File: src/rtl/if_stage_if.sv
// Instruction-memory request/response bus: single-outstanding req/gnt/rvalid handshake.
interface if_stage_if;
    logic        req;
    logic [31:0] addr;
    logic        gnt;
    logic        rvalid;
    logic [31:0] rdata;

    modport master (
        output req,
        output addr,
        input  gnt,
        input  rvalid,
        input  rdata
    );

    modport slave (
        input  req,
        input  addr,
        output gnt,
        output rvalid,
        output rdata
    );
endinterface

File: src/rtl/if_stage.sv
// RV32I instruction-fetch stage with IF/ID pipeline register.
// Keeps one fetch outstanding, buffers a word under decode stall, drops words made stale by redirect.
module if_stage #(
    parameter logic [31:0] RESET_PC  = 32'h0000_0000,
    parameter logic [31:0] NOP_INSTR = 32'h0000_0013
) (
    input  logic        clk,
    input  logic        rst_n,
    input  logic        i_stall_f,
    input  logic        i_stall_d,
    input  logic        i_flush_d,
    input  logic        i_pc_src_e,
    input  logic [31:0] i_pc_target_e,
    if_stage_if.master  m_imem,
    output logic [31:0] o_instr_d,
    output logic [31:0] o_pc_d,
    output logic [31:0] o_pc_plus4_d,
    output logic        o_valid_d
);

    localparam logic [1:0] ST_REQ  = 2'd0;
    localparam logic [1:0] ST_WAIT = 2'd1;
    localparam logic [1:0] ST_HOLD = 2'd2;

    logic [1:0]  r_state;
    logic [1:0]  w_state_nxt;
    logic [31:0] r_pcf;
    logic [31:0] w_pcf_nxt;
    logic [31:0] w_pcf_plus4;
    logic [31:0] w_target_aligned;
    logic        r_drop;
    logic        w_drop_nxt;
    logic [31:0] r_hold;
    logic [31:0] w_hold_nxt;

    logic        w_req;
    logic        w_rsp;
    logic [31:0] w_rsp_data;
    logic        w_deliver;

    logic [31:0] r_instr_d;
    logic [31:0] r_pc_d;
    logic [31:0] r_pc_plus4_d;
    logic        r_valid_d;

    // Gated by rst_n so no request escapes while reset is held.
    assign w_req            = rst_n && (r_state == ST_REQ) && !i_stall_f && !i_pc_src_e;
    assign w_pcf_plus4      = r_pcf + 32'd4;
    assign w_target_aligned = i_pc_target_e & ~32'd3;

    assign m_imem.req  = w_req;
    assign m_imem.addr = r_pcf;

    always_comb begin
        w_state_nxt = r_state;
        w_pcf_nxt   = r_pcf;
        w_drop_nxt  = r_drop;
        w_hold_nxt  = r_hold;
        w_rsp       = 1'b0;
        w_rsp_data  = m_imem.rdata;
        w_deliver   = 1'b0;

        unique case (r_state)
            ST_REQ: begin
                if (w_req && m_imem.gnt) begin
                    if (m_imem.rvalid) begin
                        w_rsp = 1'b1;
                    end else begin
                        w_state_nxt = ST_WAIT;
                    end
                end
            end
            ST_WAIT: begin
                if (m_imem.rvalid) begin
                    if (r_drop) begin
                        w_drop_nxt  = 1'b0;
                        w_state_nxt = ST_REQ;
                    end else begin
                        w_rsp = 1'b1;
                    end
                end
            end
            ST_HOLD: begin
                w_rsp_data = r_hold;
                if (!i_stall_d) begin
                    w_rsp = 1'b1;
                end
            end
            default: begin
                w_state_nxt = ST_REQ;
            end
        endcase

        // A word that decode cannot take this cycle is parked rather than refetched.
        if (w_rsp) begin
            if (i_stall_d || i_flush_d) begin
                w_hold_nxt  = w_rsp_data;
                w_state_nxt = ST_HOLD;
            end else begin
                w_deliver   = 1'b1;
                w_pcf_nxt   = w_pcf_plus4;
                w_state_nxt = ST_REQ;
            end
        end

        if (i_pc_src_e) begin
            w_pcf_nxt = w_target_aligned;
            w_deliver = 1'b0;
            // Still waiting on the old word: remember to swallow it when it finally shows up.
            if ((r_state == ST_WAIT) && !m_imem.rvalid) begin
                w_drop_nxt  = 1'b1;
                w_state_nxt = ST_WAIT;
            end else begin
                w_drop_nxt  = 1'b0;
                w_state_nxt = ST_REQ;
            end
        end
    end

    always_ff @(posedge clk or negedge rst_n) begin
        if (!rst_n) begin
            r_state <= ST_REQ;
            r_pcf   <= RESET_PC;
            r_drop  <= 1'b0;
            r_hold  <= 32'd0;
        end else begin
            r_state <= w_state_nxt;
            r_pcf   <= w_pcf_nxt;
            r_drop  <= w_drop_nxt;
            r_hold  <= w_hold_nxt;
        end
    end

    always_ff @(posedge clk or negedge rst_n) begin
        if (!rst_n) begin
            r_instr_d    <= NOP_INSTR;
            r_pc_d       <= 32'd0;
            r_pc_plus4_d <= 32'd0;
            r_valid_d    <= 1'b0;
        end else if (i_flush_d) begin
            r_instr_d    <= NOP_INSTR;
            r_pc_d       <= 32'd0;
            r_pc_plus4_d <= 32'd0;
            r_valid_d    <= 1'b0;
        end else if (i_stall_d) begin
            r_instr_d    <= r_instr_d;
            r_pc_d       <= r_pc_d;
            r_pc_plus4_d <= r_pc_plus4_d;
            r_valid_d    <= r_valid_d;
        end else if (w_deliver) begin
            r_instr_d    <= w_rsp_data;
            r_pc_d       <= r_pcf;
            r_pc_plus4_d <= w_pcf_plus4;
            r_valid_d    <= 1'b1;
        end else begin
            r_instr_d    <= NOP_INSTR;
            r_pc_d       <= 32'd0;
            r_pc_plus4_d <= 32'd0;
            r_valid_d    <= 1'b0;
        end
    end

    assign o_instr_d    = r_instr_d;
    assign o_pc_d       = r_pc_d;
    assign o_pc_plus4_d = r_pc_plus4_d;
    assign o_valid_d    = r_valid_d;

endmodule

File: src/flat_wrapper.sv
// flat-port wrapper written by rule: the top's interface ports become plain ports
module if_stage_flat 
#(
    parameter logic [31:0] RESET_PC  = 32'h0000_0000,
    parameter logic [31:0] NOP_INSTR = 32'h0000_0013
)
  (clk, rst_n, i_stall_f, i_stall_d, i_flush_d, i_pc_src_e, i_pc_target_e, o_instr_d, o_pc_d, o_pc_plus4_d, o_valid_d, m_imem_req, m_imem_addr, m_imem_gnt, m_imem_rvalid, m_imem_rdata);
  if_stage_if m_imem_i ();
  input  logic clk;
  input  logic rst_n;
  input  logic i_stall_f;
  input  logic i_stall_d;
  input  logic i_flush_d;
  input  logic i_pc_src_e;
  input  logic [31:0] i_pc_target_e;
  output logic [31:0] o_instr_d;
  output logic [31:0] o_pc_d;
  output logic [31:0] o_pc_plus4_d;
  output logic o_valid_d;
  output wire logic [$bits(m_imem_i.req)-1:0] m_imem_req;
  output wire logic [$bits(m_imem_i.addr)-1:0] m_imem_addr;
  input wire logic [$bits(m_imem_i.gnt)-1:0] m_imem_gnt;
  input wire logic [$bits(m_imem_i.rvalid)-1:0] m_imem_rvalid;
  input wire logic [$bits(m_imem_i.rdata)-1:0] m_imem_rdata;
  assign m_imem_req = m_imem_i.req;
  assign m_imem_addr = m_imem_i.addr;
  assign m_imem_i.gnt = m_imem_gnt;
  assign m_imem_i.rvalid = m_imem_rvalid;
  assign m_imem_i.rdata = m_imem_rdata;
  if_stage #(.RESET_PC(RESET_PC), .NOP_INSTR(NOP_INSTR)) u_core (.clk(clk), .rst_n(rst_n), .i_stall_f(i_stall_f), .i_stall_d(i_stall_d), .i_flush_d(i_flush_d), .i_pc_src_e(i_pc_src_e), .i_pc_target_e(i_pc_target_e), .m_imem(m_imem_i), .o_instr_d(o_instr_d), .o_pc_d(o_pc_d), .o_pc_plus4_d(o_pc_plus4_d), .o_valid_d(o_valid_d));
endmodule
File: config.mk
export PLATFORM = sky130hd
export DESIGN_NAME = if_stage_flat
export DESIGN_NICKNAME = d
export VERILOG_FILES = /design/src/rtl/if_stage_if.sv /design/src/rtl/if_stage.sv /design/src/flat_wrapper.sv
export SDC_FILE = /design/constraint.sdc
export NUM_CORES = 1
export LEC_CHECK = 0
export ABC_AREA = 1
export ABC_CLOCK_PERIOD_IN_PS = 4900
export CORE_ASPECT_RATIO = 0.7
export CORE_MARGIN = 3
export CORE_UTILIZATION = 45
export CTS_CLUSTER_SIZE = 25
export DETAILED_ROUTE_END_ITERATION = 7
export HOLD_SLACK_MARGIN = 0.08
export PLACE_DENSITY = 0.8
export SYNTH_ARGS = -nofsm -noshare
export SYNTH_HDL_FRONTEND = slang
export SYNTH_SLANG_ARGS = --single-unit
File: constraint.sdc
create_clock -name clk -period 4.9 [get_ports clk]
set_input_delay 1.225 -clock clk [delete_from_list [all_inputs] [get_ports clk]]
set_output_delay 1.225 -clock clk [all_outputs]
set_load 0.05 [all_outputs]
# After elaboration in Yosys (flattened, before gate mapping)

Index checks and enable logic that the tools add are counted.

Mux-type cells: 38
Add/sub/neg operators: 1
Equal/unequal tests: 9
Reduce and logical (&&, ||, !) cells: 17

Operator list:

| cell                                          | count |
|---|---|
| two-way mux 32 bit                            | 13 |
| adder 32 x 3 -> 32 bit, second input constant | 1 |
| two-way mux 1 bit                             | 16 |
| two-way mux 2 bit                             | 7 |
| != test 4 x 3 -> 1 bit, second input constant | 3 |
| case mux 2 bit (3 select lines)               | 1 |
| AND reduction 2 bit                           | 3 |
| nonzero test 2 bit                            | 3 |
| logical AND 1 bit                             | 5 |
| AND reduction 5 bit                           | 1 |
| != test 4 x 2 -> 1 bit, second input constant | 1 |
| logical NOT 1 bit                             | 3 |
| != test 3 x 2 -> 1 bit, second input constant | 1 |
| case mux 1 bit (3 select lines)               | 1 |
| == test 2 x 1 -> 1 bit, second input constant | 1 |
| == test 2 bit, second input constant          | 1 |
| logical NOT 2 bit                             | 1 |
| != test 2 x 1 -> 1 bit, second input constant | 1 |
| != test 2 bit, second input constant          | 1 |
| logical OR 1 bit                              | 1 |

Register bits after elaboration: 164
Output and inout port bits: 130
Word-level logic and storage cells: 73
Bits of input ports: 72

# Logic depth before layout (Yosys ltp)

Depth after elaboration: 12
Gate-level depth with buffers: 13
Depth with buffers taken out: 11

# Worst setup path before layout

OpenSTA, ideal clock, no wires.

Kind: input port to output port
From: input rst_n
To: output m_imem_req
Stages: 3
Path buffers: 0
Data required time: 3.675 ns
Arrival: 1.812 ns
Setup slack: 1.863 ns
Cells stage by stage: inv_1 nor2_1 and3_1

Word-level cells in the longest chain between the ends: 3

RTL lines:

| item                           | RTL line           | source |
|---|---|---|
| start: declaration             | flat_wrapper.sv:10 | `input logic rst_n;` |
| logical AND 1 bit (3 in a row) | if_stage.sv:47     | `assign w_req = rst_n && (r_state == ST_REQ) && !i_stall_f && !i_pc_src_e;` |
| end: declaration               | flat_wrapper.sv:20 | `output wire logic [$bits(m_imem_i.req)-1:0] m_imem_req;` |

No other way between the ends.

# Worst setup path after layout

From: input i_pc_src_e
To: register u_core.r_pcf[18], in the netlist u_core.m_imem.addr[18]

Word-level cells in the longest chain between the ends: 7
Elaborated cells on any way between the ends: 9
Those cells by class: 1 x eq/ne; 3 x mux; 5 x reduce/logical

RTL lines:

| item                                 | RTL line           | source |
|---|---|---|
| start: declaration                   | flat_wrapper.sv:14 | `input logic i_pc_src_e;` |
| logical NOT 1 bit                    | if_stage.sv:47     |  |
| logical AND 1 bit                    | if_stage.sv:47     |  |
| logical AND 1 bit                    | if_stage.sv:65     | `if (w_req && m_imem.gnt) begin` |
| two-way mux 1 bit                    | if_stage.sv:65     |  |
| case mux 1 bit (3 select lines)      | if_stage.sv:63     | `unique case (r_state)` |
| nonzero test 2 bit (no source line)  | -                  |  |
| AND reduction 2 bit (no source line) | -                  |  |
| end signal: assignment               | if_stage.sv:128    | `r_pcf <= w_pcf_nxt;` |
| end: declaration                     | if_stage.sv:27     | `logic [31:0] r_pcf;` |

Parallel ways exist; a longest one is shown, timed or not.
A chain may end at the register's enable or synchronous reset.

==> flow_results.org <==
** Critical path
- Setup crit start kind :: input port
- For the worst setup path, the data arrival time is 3.88 ns.
- Counting cells, the worst reg-to-reg path comes to 10.
- Capture point of the worst reg-to-reg path :: u_core.m_imem.addr[18]$_DFFE_PN0P_
- Along the worst path, the maximum fanout reaches 47.
- In this run the register-to-register setup slack is 2.39 ns.
- The worst register-to-register path begins at u_core.r_state[0]$_DFFE_PN0P_.
- Type of the setup path with the least slack :: in2reg
- Element type at the critical path end :: register
- Worst EP required :: 5.19 ns

** Timing
- The final count of pins violating max slew is 0.
- Final worst-path setup slack :: 1.32 ns
- Setup repair after global routing left no endpoint under its margin.
- Actual slew at the worst max-slew pin :: 0.845 ns
- Setup violations remaining at the end of the flow were counted as 0.
- Adding up every negative setup slack in the final design gives 0 ns.
- On the final layout, the worst clock skew is 0.0110 ns.
- Post-route minimum period :: 3.58 ns
- Headroom to the max-slew limit came out at 0.435.
- The hold violation count in the final report was 0.
- Upper clock frequency limit :: 279 MHz
- Final critical-path share of the clock period :: 0.732

** Clock network
- Post-cts hold buffer count :: 0
- TritonCTS created 17 clock buffers.
- In this run the number of H-tree levels came out at 4.
- Clk_lat worst skew :: 0.41 ns
- The cell sitting at the root of the clock tree is a clkbuf_16.
- In this run, post-CTS repair resized a total of 0 instances.
- Maximum clock path buffer count :: 2
- After clock tree synthesis, the clock-pin slew on the worst setup and hold paths is 0.06 ns.
- TritonCTS clock tree :: built
- Clock tree sinks :: 159
- Once the clock tree was built, the setup fixing pass inserted 0 buffers.

** Worst hold path
- The worst hold path belongs to the class reg2reg.
- Critical hold path startpoint :: u_core.o_valid_d$_DFFE_PN0P_
- Hold Path Sink :: u_core.o_valid_d$_DFFE_PN0P_
- Number of instances on the worst hold path :: 2

** Global routing
- Number of antenna violations at the first check in global routing :: 0
- In the global route stage, overall resource usage came out at 0.247.
- Wire length of the first global-routing pass :: 35700 um
- Largest net degree at the start of global routing :: 66
- The number of global-route vias before repair came to 6714.
- Summed over all layers, the global routing overflow is 0.

** Cells and area
- Measured on the finished design, the core utilization comes to 0.639.
- Relative to the synthesized area, the layout overhead comes to 36.6%.
- Share of post-route cells with drive strength above 1 :: 0.0545
- Once layout is complete, the cells apart from fillers number 1320.
- Post-layout net count :: 1160
- Antenna diode count :: 0

** Placed design
- Sum of net half-perimeters after detailed placement :: 15600 um
- Gp weighted congestion :: 0.905
- Port Buf Inserts :: 197
- After detailed placement, the design holds a cell count of 1288.
- Prior to clock tree synthesis, the placed netlist has a worst setup slack of 0.884 ns.

** Pwr
- Total power draw :: 4.00 mW
- Total power per unit cell area :: 396 mW/mm^2
- IR drop worst, VDD :: 0.239 mV
- Leak Pwr :: 4.49 nW

** Routing
- Using the TritonRoute via totals, the vias-per-cell ratio works out to 5.21.
- WL/cell :: 16.6 um
- The final layout contains routed wiring with a total length of 21900 um.
- Final antenna-violating net count :: 0
- Initial drt markers :: 542
- Count of TritonRoute iterations in the first routing pass :: 7
- The final route contains 6881 vias.
- For this run, design rule violations remaining after detail routing come to 0.

** Yosys
- A synthesized cell averages 8.16 um^2.
- Post-Synth Adder-Cell Area :: 0.00169
- Dominant combinational cell family by area after synthesis :: simple AND/OR/NAND/NOR gates
- Area leader, netlist :: dfrtp_1
- Main area contributors after synthesis :: dfrtp_1, nand2_1, o21ai_1, mux2i_1, o21ai_0
- Area fraction of the dominant cell type after synthesis :: 0.529
- The synthesized netlist occupies a cell area of 0.00738 mm^2.
- The share of the Yosys chip area taken by registers is 0.539.
- Gate count of the mapped netlist :: 905
- Count of state elements after synthesis :: 159
- Count of distinct cell types in the synthesized netlist :: 27
- During synthesis, Yosys emitted a total of 0 warnings.
- Of the total synthesized cell area, the portion taken by AND, OR, NAND and NOR gates is 0.240.
- Of the total synthesized cell area, the portion taken by XOR and XNOR cells is 0.00949.
- Multiplexer area fraction after synthesis :: 0.0434
- Complex-gate fraction of the synthesized area :: 0.110

** Floorplanning
- The total area inside the core boundary comes to 0.0158 mm^2.
- The die covers 0.0180 mm^2.
- Io pins :: 202
- Row generation in the floorplan step produced 38 rows.
- From bottom edge to top edge, the die measures 113 um.
- Width of the chip :: 159 um
- Initial core utilization :: 0.468

** Flow run
- Number of maximum-capacitance constraint violations :: 0

** Run status
- Status :: complete, no violations
layout make-up:
| type | instances | area [um^2] |
|---|---|---|
| Fill cell | 1385 | 5700 |
| Sequential cell | 159 | 3980 |
| Multi-Input combinational cell | 653 | 3030 |
| Timing Repair Buffer | 208 | 2070 |
| Clock buffer | 17 | 425 |
| Tap cell | 220 | 275 |
| Inverter | 48 | 180 |
| Clock inverter | 15 | 126 |
stage by stage:
step	area, um^2	hold slack (ns)
floorplan	7390	0.453
global placement	9530	0.466
detailed placement	9530	0.468
CTS	10100	0.486
global route	10100	0.507
finish	10100	0.483
worst max path at each step:
stage / startpoint / end / slack (ns) / cells after the start
2_1_floorplan: rst_n / m_imem_req / 1.86 / 3
3_3_place_gp: i_pc_src_e / u_core.m_imem.addr[17]$_DFFE_PN0P_ / 0.94 / 8
3_5_place_dp: i_pc_src_e / u_core.m_imem.addr[18]$_DFFE_PN0P_ / 0.88 / 8
4_1_cts: i_pc_src_e / u_core.m_imem.addr[18]$_DFFE_PN0P_ / 1.31 / 8
5_1_grt: i_pc_src_e / u_core.m_imem.addr[31]$_DFFE_PN0P_ / 1.05 / 8
6_report: i_pc_src_e / u_core.m_imem.addr[18]$_DFFE_PN0P_ / 1.32 / 8
logic make-up after synthesis:
| kind of cell | Yosys count |
|---|---|
| DFF | 159 |
| other | 1 |
| muxes | 32 |
| and+or+nand+nor | 449 |
| buffers and inverters | 94 |
| AOI/OAI and AO/OA | 161 |
| adders and majority gates | 1 |
| xor gates and xnor gates | 8 |
registers in the layout, indices dropped and copies added, names as in the netlist:
register and flops:
u_core.r_state 2, u_core.m_imem.addr 30, u_core.o_valid_d 1, u_core.o_pc_d 30
u_core.r_hold 32, u_core.o_pc_plus4_d 31, u_core.o_instr_d 32, u_core.r_drop 1
worst max-delay path: stages:
cell             delay (ns)
clkdlybuf4s50_1        0.50
buf_4                  0.44
inv_1                  0.26
buf_4                  0.28
nand2_2                0.65
inv_1                  0.33
nand2_1                0.13
nand2_1                0.06
power by group:
| part | leakage, nW | internal, mW | switching, mW | total (mW) |
|---|---|---|---|---|
| registers | 2.12 | 1.51 | 0.172 | 1.68 |
| clock network | 0.276 | 0.670 | 0.593 | 1.26 |
| logic | 2.09 | 0.360 | 0.694 | 1.05 |
| total | 4.49 | 2.54 | 1.46 | 4.00 |
synth_stat cells (all sizes together):
library cell and count:
dfstp 3, dfrtp 156, and3 1, nand2 350
ha 1, a21boi 2, nor2 51, nand4 5
o21ai 155, inv 48, or2 4, nand3 38
a211oi 1, xor2 8, clkbuf 17, mux2i 32
conb 1, buf 29, a21oi 3
per-layer routing:
metal,part of all wire,GRT usage
met2,0.41,0.356
met1,0.47,0.367
met4,0.0092,0.0373
met5,0,0
met3,0.11,0.0867
cell usage in the layout (no fill, tap or decap), drive strengths merged, types with 4 or more instances in the layout:
master / count
clkdlybuf4s50: 195
nor2: 51
nand2: 350
buf: 13
inv: 59
dfrtp: 156
clkbuf: 17
xor2: 8
mux2i: 32
nand3: 38
or2: 4
o21ai: 155
nand4: 5
(Power assumes the default switching activity.)
